==> config.mk <==
export PLATFORM = sky130hd
export DESIGN_NAME = flight_mission_sequencer
export DESIGN_NICKNAME = d
export VERILOG_FILES = /design/src/rtl/flight_mission_sequencer.sv
export SDC_FILE = /design/constraint.sdc
export NUM_CORES = 1
export LEC_CHECK = 0
export ABC_CLOCK_PERIOD_IN_PS = 2100
export CAP_MARGIN = 20
export CORE_MARGIN = 2
export CORE_UTILIZATION = 43
export CTS_CLUSTER_DIAMETER = 60
export CTS_CLUSTER_SIZE = 16
export DETAILED_ROUTE_END_ITERATION = 8
export PLACE_DENSITY = 0.72
export SYNTH_ARGS = -nofsm -noshare
export SYNTH_HDL_FRONTEND = slang
export SYNTH_SLANG_ARGS = --single-unit
==> constraint.sdc <==
create_clock -name clk -period 2.1 [get_ports clk]
set_clock_uncertainty 0.15 [all_clocks]
set_input_delay 0.21 -clock clk [delete_from_list [all_inputs] [get_ports clk]]
set_output_delay 0.21 -clock clk [all_outputs]
set_load 0.005 [all_outputs]
==> src/rtl/flight_mission_sequencer.sv <==
`default_nettype none
// ============================================================================
// Module      : flight_mission_sequencer
// Description : Mission controller sequencing Idle, Ascend, Destination,
//               Descend, Landed and Abort from validated altitude and alarm
//               samples, with fault debounce and a destination dwell timer.
// Revision    : 1.0 - initial release
// ============================================================================
module flight_mission_sequencer #(
  parameter int ALT_W      = 10,
  parameter int ALT_MAX    = 768,
  parameter int ALT_GROUND = 16,
  parameter int FAULT_CNT  = 3,
  parameter int DWELL      = 8
) (
  input  logic             clk,
  input  logic             rst,
  input  logic             launch,
  input  logic             sample_valid,
  input  logic [ALT_W-1:0] altitude,
  input  logic             temp_alarm,
  input  logic             rad_alarm,
  input  logic             oxy_low,
  input  logic             life_fail,
  output logic [2:0]       state_code,
  output logic             state_change,
  output logic             over_alt,
  output logic [2:0]       fault_cnt,
  output logic             abort
);

  typedef enum logic [2:0] {
    IDLE    = 3'b000,
    ASCEND  = 3'b001,
    DEST    = 3'b010,
    DESCEND = 3'b011,
    LANDED  = 3'b100,
    ABORT   = 3'b111
  } state_t;

  localparam logic [ALT_W-1:0] C_ALT_MAX    = ALT_W'(ALT_MAX);
  localparam logic [ALT_W-1:0] C_ALT_GROUND = ALT_W'(ALT_GROUND);
  localparam logic [2:0]       C_FAULT_CNT  = 3'(FAULT_CNT);
  localparam logic [7:0]       C_DWELL      = 8'(DWELL);

  state_t     state, state_nx;
  logic [2:0] fault_nx;
  logic [7:0] dwell, dwell_nx;
  logic       over_nx;
  logic       fault, in_flight, qualify, aborting;
  logic [2:0] fault_inc;

  // Fault qualification: only valid samples while airborne count.
  assign fault     = temp_alarm | rad_alarm | oxy_low | life_fail;
  assign in_flight = (state == ASCEND) || (state == DEST) || (state == DESCEND);
  assign qualify   = sample_valid && in_flight;
  assign fault_inc = (fault_cnt == C_FAULT_CNT) ? fault_cnt : fault_cnt + 3'd1;
  assign aborting  = qualify && fault && (fault_inc == C_FAULT_CNT);

  // State, counters and all outputs are registered here.
  always_ff @(posedge clk or posedge rst) begin
    if (rst) begin
      state        <= IDLE;
      state_change <= 1'b0;
      fault_cnt    <= 3'd0;
      dwell        <= 8'd0;
      over_alt     <= 1'b0;
      abort        <= 1'b0;
    end else begin
      state        <= state_nx;
      state_change <= (state_nx != state);
      fault_cnt    <= fault_nx;
      dwell        <= dwell_nx;
      over_alt     <= over_nx;
      abort        <= (state_nx == ABORT);
    end
  end

  assign state_code = state;

  // Next-state logic; abort overrides any altitude or dwell transition.
  always_comb begin
    state_nx = state;
    fault_nx = fault_cnt;
    dwell_nx = dwell;
    over_nx  = over_alt;
    if (qualify) begin
      fault_nx = fault ? fault_inc : 3'd0;
    end
    case (state)
      IDLE: begin
        if (launch) state_nx = ASCEND;
      end
      ASCEND: begin
        if (sample_valid && !aborting && (altitude >= C_ALT_MAX)) begin
          state_nx = DEST;
          dwell_nx = 8'd0;
        end
      end
      DEST: begin
        if (sample_valid) begin
          over_nx = (altitude > C_ALT_MAX);
          if (!aborting) begin
            dwell_nx = dwell + 8'd1;
            if (dwell_nx == C_DWELL) state_nx = DESCEND;
          end
        end
      end
      DESCEND: begin
        if (sample_valid && !aborting && (altitude <= C_ALT_GROUND)) begin
          state_nx = LANDED;
          fault_nx = 3'd0;
        end
      end
      default: ;
    endcase
    if (aborting) state_nx = ABORT;
    // over_alt only has meaning while in DEST.
    if (state_nx != DEST) over_nx = 1'b0;
  end

endmodule
`default_nettype wire

# [After elaboration in Yosys (flattened, before gate mapping)]
# Index checks and enable logic that the tools add are counted.
[totals] ff_bits=17 output_inout_bits=9
[op_classes] add_sub_neg=2 magnitude_cmp=3 n_eq_ne=12 n_mux=19 n_bitwise=3 reduce_logical=15
[ops] operator="3-bit two-way mux" n=11
[ops] operator="8-bit two-way mux" n=3
[ops] operator="8-bit one-hot mux with 2 select lines" n=1
[ops] operator="3-bit by 2-bit equality test with 1-bit output, second input constant" n=4
[ops] operator="3-bit one-hot mux with 4 select lines" n=1
[ops] operator="10-bit greater-or-equal comparator, second input constant" n=1
[ops] operator="10-bit > comparator, second input constant" n=1
[ops] operator="10-bit by 5-bit <= comparator with 1-bit output, second input constant" n=1
[ops] operator="8-bit by 1-bit adder with 8-bit output, second input constant" n=1
[ops] operator="8-bit by 4-bit equality test with 1-bit output, second input constant" n=1
[ops] operator="1-bit logical AND" n=6
[ops] operator="2-bit nonzero test" n=3
[ops] operator="2-bit inequality test, second input constant" n=2
[ops] operator="4-bit AND reduction" n=1
[ops] operator="3-bit by 1-bit adder with 3-bit output, second input constant" n=1
[ops] operator="3-bit by 1-bit equality test with 1-bit output, second input constant" n=1
[ops] operator="3-bit equality test, second input constant" n=1
[ops] operator="3-bit zero test" n=1
[ops] operator="1-bit two-way mux" n=3
[ops] operator="3-bit by 2-bit inequality test with 1-bit output, second input constant" n=1
[ops] operator="3-bit inequality test" n=1
[ops] operator="1-bit OR" n=3
[ops] operator="1-bit logical OR" n=2
[ops] operator="2-bit by 1-bit inequality test with 1-bit output, second input constant" n=1
[ops] operator="2 further kinds" n=2

# [Logic depth before layout (Yosys ltp)]
# Gate-level depths: netlist of run 1.
[logic_depth] ltp_word=15 ltp_mapped=7

# [Worst setup path after synthesis of run 1]
# No wires, ideal clock.
[synth_path] path_type="register to register" start="register fault_cnt[0]" end="register dwell[5]" setup_time_ns=0.103 arrival_ns=1.909 slack_ns=-0.063 stages_incl_launch_ff=8 n_path_buf=1 cell_sequence="dfrtp_1 > ha_1 > mux2_2 > a22oi_2 > or3_1 > buf_2 > nand2b_2 > o41ai_2"
[synth_via] elab_chain_len=9
[synth_rtl] item="start: declaration" line_no="28" rtl="output logic [2:0] fault_cnt,"
[synth_rtl] item="start signal: assignment" line_no="72" rtl="fault_cnt <= fault_nx;"
[synth_rtl] item="3-bit by 1-bit adder with 3-bit output or 3-bit by 2-bit equality test with 1-bit output (tied branches)" line_no="57" rtl="assign fault_inc = (fault_cnt == C_FAULT_CNT) ? fault_cnt : fault_cnt + 3'd1;"
[synth_rtl] item="3-bit two-way mux (*)" line_no="57"
[synth_rtl] item="3-bit by 2-bit equality test with 1-bit output (*)" line_no="58" rtl="assign aborting = qualify && fault && (fault_inc == C_FAULT_CNT);"
[synth_rtl] item="1-bit logical AND (*)" line_no="58"
[synth_rtl] item="1-bit zero test" line_no="95" rtl="if (sample_valid && !aborting && (altitude >= C_ALT_MAX)) begin"
[synth_rtl] item="1-bit logical AND (2 in a row)" line_no="95"
[synth_rtl] item="2-bit by 1-bit inequality test with 1-bit output (no line)"
[synth_rtl] item="4-bit AND reduction (no line) (*)"
[synth_rtl] item="end signal: assignment" line_no="73" rtl="dwell <= dwell_nx;"
[synth_rtl] item="end: declaration" line_no="48" rtl="logic [7:0] dwell, dwell_nx;"
# Mark *: on every way between the ends. The rest lies on a longest branch, timed or not.
# A chain may end at the register's enable or synchronous reset.

# [Final worst setup path of run 1]
[layout_path] start="register fault_cnt[1]" end="register dwell[6]"
# The elaborated chain is that of the path after synthesis.

==> results of run 1 <==
-- cells by family (layout without fill, tap and decap cells) --
kind of cell / count (synthesis) / count (layout) / synth area share
compound gates: 32 / 32 / 0.219
xor+xnor: 1 / 1 / 0.00821
fa+ha+maj: 2 / 2 / 0.0234
buf+inv: 7 / 48 / 0.0258
flops: 17 / 17 / 0.399
mux: 6 / 6 / 0.0586
simple gates: 54 / 54 / 0.266
-- placed cells by master (no fill, tap or decap), types with 2 or more instances in the layout --
| cell type | count |
|---|---|
| inv_1 | 4 |
| nor2b_1 | 2 |
| o21ai_2 | 2 |
| o31ai_1 | 4 |
| nand2b_1 | 2 |
| or3_4 | 2 |
| nand3_1 | 8 |
| o41ai_2 | 2 |
| buf_4 | 14 |
| nor4_1 | 4 |
| dfrtp_1 | 17 |
| mux2i_1 | 4 |
| o21ai_0 | 6 |
| nand2b_4 | 2 |
| o211ai_1 | 2 |
| clkbuf_4 | 3 |
| or2_2 | 2 |
| clkdlybuf4s50_1 | 26 |
| and3_1 | 3 |
| mux2_2 | 2 |
| o21ai_1 | 5 |
| a22oi_1 | 2 |
| nand2_1 | 9 |
| nor3_1 | 2 |
| a31oi_1 | 3 |
| nor2_1 | 15 |
-- flip-flops by register name (all words and copies together), names as in the netlist --
register / count
abort: 1
state_change: 1
dwell: 8
state_code: 3
fault_cnt: 3
over_alt: 1
-- repair_timing --
item,in CTS,in global routing
setup endpoints to repair,4,7
pin swaps,1,4
resized for setup,2,9
-- layout make-up --
type / count / area share
clock buffers: 4 / 0.0174
inverters: 4 / 0.00992
multi-input cells: 95 / 0.426
flip-flops and latches: 17 / 0.281
well taps: 30 / 0.0248
repair buffers: 40 / 0.241
-- critical path: stages, from the launching register on --
cell and delay, ps:
dfrtp_1 430, ha_4 250, mux2_2 270, a22oi_2 250, o311ai_2 140, buf_4 200
o21ai_2 150, o41ai_2 80
-- where the power goes --
part	switching [mW]	internal, mW
clock	0.106	0.0736
combinational	0.0281	0.0409
sequential	0.00221	0.331
total	0.136	0.445
-- stage by stage --
step / setup TNS, ps / total power, mW / std cells / utilization / hold WS [ps]
floorplan: 0 / 0.361 / 119 / - / -13.9
global placement: -1340 / 0.407 / 186 / 0.610 / 334
detailed placement: -2250 / 0.409 / 186 / 0.610 / 329
CTS: 0 / 0.583 / 190 / 0.623 / 185
global route: -49.9 / 0.611 / 190 / 0.628 / 225
finish: 0 / 0.582 / 190 / 0.628 / 163
-- final timing paths --
kind | startpoint | end | slack, ps | depth (start not counted)
min in group clk | dwell[7] | dwell[7] | 340 | 1
worst min-delay path | rst | dwell[2] | 160 | 2
max in group asynchronous | rst | state_code[1] | 1210 | 2
worst max register to register | fault_cnt[1] | dwell[6] | 90 | 7
worst max-delay path | fault_cnt[1] | dwell[6] | 90 | 7
worst min register to register | dwell[7] | dwell[7] | 340 | 1
-- per-layer routing --
metal	global-route usage	routed length (um)
met2	0.366	1440
met5	0	0
met1	0.272	1190
met4	0.0855	17
met3	0.0333	103
==> out/summary.txt, run 1 <==
Tmin final = 2010 ps
element type at the critical path end = flip-flop
Yosys top cell by area = dfrtp_1
total gr overflow = 0
ys flop type = dfrtp_1
Vias/cell = 5.52
flops & latches, synth = 17
die area = 2900 um^2
total wire length after detailed routing = 2760 um
Vias = 1,049
crit-path max FO = 9
Setup WS post-layout = 86.3 ps
HPWL Detailed = 2130 um
initial core utilization = 0.443
site row count = 18
global-route wire length before repair = 4500 um
Reg area = 425 um^2
Startpoint Class = flip-flop
Syn Std Cell Area = 1070 um^2
post-route cell area = 1510 um^2
n_diodes = 0
Pleak = 0.642 nW
Slew Viols, Final = 0
Post-DRT Antenna Nets = 0
DIE WIDTH = 53.8 um
Placed Area = 1470 um^2
violation count after the first detailed-route iteration = 29
Die Y-Extent = 53.8 um
Final period util = 0.959
clk root buf = clkbuf_4
Sink Count = 17
register area share after synthesis = 0.399
Yosys cell types = 36
maxcap violations = 0
GRT Overall Usage = 0.216
synthesis-to-layout area growth = 41.9%
htree depth = 1
Max transition margin = 0.546
vias in the first global route = 1,048
WP data arrival = 2040 ps
CTS max path bufs = 2
share of cells above drive strength 1 = 0.200
P per Cell Area = 384 nW/um^2
TritonCTS clock tree = built
DRT Pass-1 Iters = 4
number of remaining DRC errors = 0
ys async rst share = 1.00
maximum vdd drop = 0.253 mV
Post-synth EDFFs = 0
Synth top cells by count = 17 x dfrtp_1, 15 x nor2_1, 13 x o21ai_0
nets@finish = 181
Synth warnings = 0
CTS Buf Count = 3
IO Port Bufs = 26
Final setup viols = 0
syn_nets = 139
multi-input logic area = 644 um^2
WS Path Type = flip-flop to flip-flop
clock-pin slew on the worst setup and hold paths = 110 ps
largest net degree at the start of global routing = 18
RD Place Congestion = 0.848
hold buffers post-CTS = 0
Syn Area/Cell = 8.97 um^2
Fillers = 201
top post-synthesis cells by area = dfrtp_1 40%, o21ai_0 6.1%, nor2_1 5.3%, mux2i_1 3.8%, nand3_1 3.8%
Critical Path RT = 2120 ps
FMAX = 0.497 GHz
Yosys top cell area share = 0.399
top-count cell post-synth = dfrtp_1
Hold Path Class = input port to async pin
core area = 2410 um^2
I/O Pins = 27
unrepaired setup endpoints after global routing = yes
post-CTS setup buffer count = 0
cell count after synthesis = 119
worst-skew pair later-pin latency = 280 ps
initial antenna violation count = 0
final number of hold-violating endpoints = 0
status = finished, final reports clean
routed wire length per instance = 14.5 um
placement-stage worst setup slack = -211 ps
slew of the pin with the lowest slew margin = 680 ps
(Power assumes the default switching activity.)
==> inputs of run 2 (changes only) <==
--- a/config.mk
+++ b/config.mk
@@ -5,6 +5,7 @@
 export SDC_FILE = /design/constraint.sdc
 export NUM_CORES = 1
 export LEC_CHECK = 0
+export ABC_AREA = 0
 export ABC_CLOCK_PERIOD_IN_PS = 2100
 export CAP_MARGIN = 20
 export CORE_MARGIN = 2
==> results of run 2 <==
Same layout as run 1: the final DEF is identical, and so are final timing and power.
